File: config.mk
export PLATFORM = sky130hd
export DESIGN_NAME = program_counter
export DESIGN_NICKNAME = d
export VERILOG_FILES = /design/src/rtl/rnbip_pkg.sv /design/src/rtl/pc_return_stack.sv /design/src/rtl/program_counter.sv
export SDC_FILE = /design/constraint.sdc
export NUM_CORES = 1
export LEC_CHECK = 0
export BUFFER_PORTS_ARGS = -buffer_cell sky130_fd_sc_hd__clkbuf_2
export CORE_ASPECT_RATIO = 1.25
export CORE_MARGIN = 3
export CORE_UTILIZATION = 33
export DETAILED_ROUTE_END_ITERATION = 12
export SLEW_MARGIN = 15
export SYNTH_ARGS = -nofsm -noshare
export SYNTH_HDL_FRONTEND = slang
export SYNTH_SLANG_ARGS = --single-unit
File: constraint.sdc
create_clock -name CLK -period 4.7 [get_ports CLK]
set_clock_uncertainty 0.2 [all_clocks]
set_input_delay 0.47 -clock CLK [delete_from_list [all_inputs] [get_ports CLK]]
set_output_delay 0.47 -clock CLK [all_outputs]
set_load 0.05 [all_outputs]
File: src/rtl/rnbip_pkg.sv
// Shared RNBIP encodings: program-counter operations, jump conditions and the
// default address width.
package rnbip_pkg;

  localparam int RNBIP_ADDR_W = 8;

  typedef enum logic [2:0] {
    PC_HOLD  = 3'd0,
    PC_INC   = 3'd1,
    PC_JMP   = 3'd2,
    PC_JCOND = 3'd3,
    PC_CALL  = 3'd4,
    PC_RET   = 3'd5
  } pc_op_e;

  typedef enum logic [1:0] {
    CND_Z  = 2'd0,
    CND_NZ = 2'd1,
    CND_C  = 2'd2,
    CND_NC = 2'd3
  } cond_sel_e;

endpackage

File: src/rtl/pc_return_stack.sv
// LIFO return-address stack for the program counter: storage, level counter,
// full/empty detection and a sticky overflow/underflow error.
module pc_return_stack
  import rnbip_pkg::*;
#(
  parameter int ADDR_W      = RNBIP_ADDR_W,
  parameter int STACK_DEPTH = 4,
  parameter int LVL_W       = $clog2(STACK_DEPTH) + 1
) (
  input  logic              clk,
  input  logic              rst_n,
  input  logic              push_req,
  input  logic              pop_req,
  input  logic [ADDR_W-1:0] push_data,
  output logic [ADDR_W-1:0] top_data,
  output logic              empty,
  output logic [LVL_W-1:0]  lvl,
  output logic              err
);

  localparam int IDX_W = $clog2(STACK_DEPTH);

  logic [ADDR_W-1:0] mem [STACK_DEPTH];
  logic [LVL_W-1:0]  lvl_q;
  logic              err_q;
  logic              full;
  logic              do_push;
  logic              do_pop;
  logic [IDX_W-1:0]  wr_idx;
  logic [IDX_W-1:0]  rd_idx;

  assign full    = (lvl_q == LVL_W'(STACK_DEPTH));
  assign empty   = (lvl_q == '0);
  assign do_push = push_req && !full;
  assign do_pop  = pop_req && !empty;
  // Level never exceeds STACK_DEPTH-1 when a push is accepted, so the low
  // bits address the next free slot directly.
  assign wr_idx  = lvl_q[IDX_W-1:0];
  assign rd_idx  = lvl_q[IDX_W-1:0] - IDX_W'(1);

  always_ff @(posedge clk) begin
    if (!rst_n) begin
      lvl_q <= '0;
      err_q <= 1'b0;
    end else begin
      if (do_push) begin
        lvl_q <= lvl_q + LVL_W'(1);
      end else if (do_pop) begin
        lvl_q <= lvl_q - LVL_W'(1);
      end
      if ((push_req && full) || (pop_req && empty)) begin
        err_q <= 1'b1;
      end
    end
  end

  // Contents are don't-care after reset, so the storage carries no reset.
  always_ff @(posedge clk) begin
    if (rst_n && do_push) begin
      mem[wr_idx] <= push_data;
    end
  end

  assign top_data = mem[rd_idx];
  assign lvl      = lvl_q;
  assign err      = err_q;

endmodule

File: src/rtl/program_counter.sv
// RNBIP program counter: INC/JMP/JCOND/CALL/RET sequencing onto the address bus.
// Build with PC_CALL_STACK_EN to get the hardware return stack; without it CALL acts as JMP and RET as HOLD.
module program_counter
  import rnbip_pkg::*;
#(
  parameter int                ADDR_W       = RNBIP_ADDR_W,
  parameter logic [ADDR_W-1:0] RESET_VECTOR = '0,
  parameter int                STACK_DEPTH  = 4
) (
  input  logic                         CLK,
  input  logic                         RST_N,
  input  logic [2:0]                   PC_OP,
  input  logic [1:0]                   COND_SEL,
  input  logic                         FLAG_Z,
  input  logic                         FLAG_C,
  input  logic [ADDR_W-1:0]            OR_PC,
  input  logic                         E_PC,
  output logic [ADDR_W-1:0]            PC_addr,
  output logic [ADDR_W-1:0]            databusOut,
  output logic                         JUMP_TAKEN,
  output logic [$clog2(STACK_DEPTH):0] STK_LVL,
  output logic                         STK_ERR
);

  localparam int LVL_W = $clog2(STACK_DEPTH) + 1;

  logic [ADDR_W-1:0] pc_q, pc_nxt;
  logic              jt_q, jt_nxt;
  logic              cond_ok;

`ifdef PC_CALL_STACK_EN
  logic              stk_push;
  logic              stk_pop;
  logic [ADDR_W-1:0] stk_top;
  logic              stk_empty;

  pc_return_stack #(
    .ADDR_W      (ADDR_W),
    .STACK_DEPTH (STACK_DEPTH),
    .LVL_W       (LVL_W)
  ) u_stack (
    .clk       (CLK),
    .rst_n     (RST_N),
    .push_req  (stk_push),
    .pop_req   (stk_pop),
    .push_data (pc_q),
    .top_data  (stk_top),
    .empty     (stk_empty),
    .lvl       (STK_LVL),
    .err       (STK_ERR)
  );
`else
  assign STK_LVL = '0;
  assign STK_ERR = 1'b0;
`endif

  always_comb begin
    cond_ok = 1'b0;
    case (COND_SEL)
      CND_Z:   cond_ok = FLAG_Z;
      CND_NZ:  cond_ok = !FLAG_Z;
      CND_C:   cond_ok = FLAG_C;
      CND_NC:  cond_ok = !FLAG_C;
      default: cond_ok = 1'b0;
    endcase
  end

  always_comb begin
    pc_nxt = pc_q;
    jt_nxt = 1'b0;
`ifdef PC_CALL_STACK_EN
    stk_push = 1'b0;
    stk_pop  = 1'b0;
`endif
    case (PC_OP)
      PC_INC: pc_nxt = pc_q + ADDR_W'(1);
      PC_JMP: begin
        pc_nxt = OR_PC;
        jt_nxt = 1'b1;
      end
      PC_JCOND: begin
        if (cond_ok) begin
          pc_nxt = OR_PC;
          jt_nxt = 1'b1;
        end
      end
      // A full stack still jumps; the stack flags the lost return address.
      PC_CALL: begin
`ifdef PC_CALL_STACK_EN
        stk_push = 1'b1;
`endif
        pc_nxt = OR_PC;
        jt_nxt = 1'b1;
      end
      PC_RET: begin
`ifdef PC_CALL_STACK_EN
        stk_pop = 1'b1;
        if (!stk_empty) begin
          pc_nxt = stk_top;
          jt_nxt = 1'b1;
        end
`endif
      end
      default: ;
    endcase
  end

  always_ff @(posedge CLK) begin
    if (!RST_N) begin
      pc_q <= RESET_VECTOR;
      jt_q <= 1'b0;
    end else begin
      pc_q <= pc_nxt;
      jt_q <= jt_nxt;
    end
  end

  assign PC_addr    = pc_q;
  assign JUMP_TAKEN = jt_q;
  assign databusOut = E_PC ? pc_q : '0;

endmodule
==> results.cfg <==
[finish]
drive_gt1_share_pct = 41.6
nets = 145
final_common_cell = clkbuf_2
mostFrequentLayoutCells = clkbuf_2, dfxtp_1, nand2_1
syn_to_final_growth_pct = 20.5
fillers = 262
antenna_cells = 0

[timing]
slew_viol_final = 0
slew_headroom_pct = 62.5
setup_viol = 0
hold_violations = 0
rsz0062_at_grt = false
setup_tns_ns = 0
min_period_ns = 2.06
tightest_slew_ns = 0.552
fmax_mhz = 486
period_share_pct = 43.7

[drt]
vias = 821
wl_met1_um = 802
wl_mm = 2.04
maxUsedRoutingLayer = met4
wl_met2_um = 988
wl_met3_um = 198
final_antenna_net_count = 0
dr.pass1.iters = 4
drc = 0
vias_per_cell = 5.26
wl_per_cell_um = 13.1
drt-initial-drc-count = 20

[min_path]
hp-class = flop to flop

[cts]
clock-root-buffer = clkbuf_4
clk_pin_slew_ns = 0.06
cts_tree = done
cts_buffers = 3
cts.hold.buffers_added = 0
cts.repair.resized = 0
ctsLongestPathBuffers = 2
insertion_delay_ns = 0.27
cts.sinks = 9
post-cts-setup-buffers = 0
ctsHtreeMaxLevel = 1

[floorplanning]
placementRows = 19
core_um2 = 2280
die-area_um2 = 3120
dieWidth_um = 50.5
start_util_pct = 35.9
die_h_um = 61.7
ios = 39

[setup_path]
critPathLaunchType = input port
end_kind = flop
critPathArrivalTime_ns = 2.07
slowest_stage = mux2i_2
worstPathRequired_ns = 4.72
slowest_delay_ns = 0.54
crit_fanout = 9
critPathTopFamily = multiplexers
cp_cell_sequence = clkbuf_2 > mux2i_4 > mux2i_2 > or2_1 > o221a_2
path_buf_inv = 1
worstSetupPathType = input port to flop

[power]
pwr-share-comb_pct = 40.1
p_per_area_nw_per_um2 = 255
p_leak_uw = 0.000421
switchingPower_uw = 105
swShare_pct = 41.7
internal-power_uw = 147
power_frac_seq_pct = 35.6
p_total_uw = 251
vdd_drop_max_mv = 0.114
p_clk_share_pct = 24.3

[global_routing]
grtUsageTotal_pct = 13.5
grt_max_degree = 11
grt_pass1_wl_mm = 3.07
grt-ovfl-total = 0
grt_pass1_vias = 694
antenna_found_initial = 0

[synth]
synth_warnings = 0
synthCells = 93
yosysTopAreaCell = dfxtp_1
netlist_area_um2 = 818
synth_area_leaders = dfxtp_1, o32ai_2, and2_1
ys_seq_area_share_pct = 22.0
synth.top_cell.area_share_pct = 22.0
post_synth.cell_area_avg_um2 = 8.80
ys_seq_elements = 9
yosysUniqueCellTypes = 35

[run_status]
status = completed

[place]
place.gp.congestion = 0.877
placement.io_buffers = 34
dpl.hpwl_mm = 1.62

[flow_run]
max_cap_violations = 0
## power groups by stage
stage | sequential, uW | clock, uW | combinational [uW]
2_1_floorplan | 109 | 0 | 64.8
3_3_place_gp | 91.0 | 0 | 100
3_5_place_dp | 91.1 | 0 | 101
4_1_cts | 89.4 | 63.4 | 102
5_1_grt | 90.8 | 67.1 | 107
6_report | 89.4 | 61.1 | 101
## Yosys cell counts, drive strengths merged
library cell  instances
a211oi                6
a21oi                 4
and2                  8
buf                   9
conb                  1
dfxtp                 9
ha                    1
inv                   2
mux2                  1
mux2i                 2
nand2                10
nand3                 4
nand3b                1
nor2                  3
nor2b                 1
nor3                  2
nor3b                 1
nor4                  2
nor4b                 1
o211a                 1
o21ai                 5
o21bai                1
o221a                 1
o31a                  3
o32ai                 6
or2                   4
or3                   2
xnor2                 2
## stage by stage
| stage | utilization, % | hold slack (ns) | std cells | worst slack [ns] | instance area (um2) |
|---|---|---|---|---|---|
| 5_1_grt | 43.2 | 0.350 | 156 | 2.61 | 986 |
| 2_1_floorplan | - | 0.483 | 96 | 2.59 | 830 |
| 3_3_place_gp | 42.1 | 0.304 | 152 | 2.39 | 960 |
| 3_5_place_dp | 42.1 | 0.317 | 152 | 2.37 | 960 |
| 6_report | 43.2 | 0.324 | 156 | 2.64 | 986 |
| 4_1_cts | 43.2 | 0.326 | 156 | 2.66 | 986 |
## tightest hold or removal path: stages (launching register included)
cell and delay (ns):
dfxtp_1 0.34, nand2_1 0.08, o32ai_2 0.07
## per-layer routing
layer	up-vias	GRT usage, %
li1	400	-
met1	371	14.9
met2	42	23.1
met3	8	2.91
met4	0	9.62
met5	-	0
## logic make-up (layout without fill, tap and decap cells)
family | count (synthesis) | after routing | synth area share (%)
multiplexers | 3 | 3 | 6.27
adder cells (fa/ha/maj) | 1 | 1 | 1.53
flip-flops | 9 | 9 | 22.0
AO/OA/AOI/OAI | 27 | 27 | 28.7
XOR/XNOR | 2 | 2 | 2.14
other | 1 | 4 | 0.458
buffers and inverters | 11 | 40 | 10.6
AND/OR/NAND/NOR | 39 | 39 | 28.3
## cell type report
class	instances	area, um2	area share [%]
clock buffers	4	26.3	2.66
inverters	2	7.51	0.761
multi-input cells	76	563	57.1
flip-flops and latches	9	180	18.3
well taps	31	38.8	3.93
repair buffers	34	170	17.3
## sequential cells by signal (all words and copies together) (netlist names)
| signal | cells |
|---|---|
| PC_addr | 8 |
| JUMP_TAKEN | 1 |
## path summary, 6_finish.rpt
check             slack (ns)               startpoint  cells after the start                 endpoint
hold reg to reg         0.32  PC_addr[7]$_SDFFE_PN0P_                      2  PC_addr[7]$_SDFFE_PN0P_
hold / removal          0.32  PC_addr[7]$_SDFFE_PN0P_                      2  PC_addr[7]$_SDFFE_PN0P_
setup reg to reg        2.85  PC_addr[0]$_SDFFE_PN0P_                      5  PC_addr[6]$_SDFFE_PN0P_
setup / recovery        2.64              COND_SEL[1]                      5  PC_addr[0]$_SDFFE_PN0P_
Note: power is estimated with default switching activity, not from simulation.
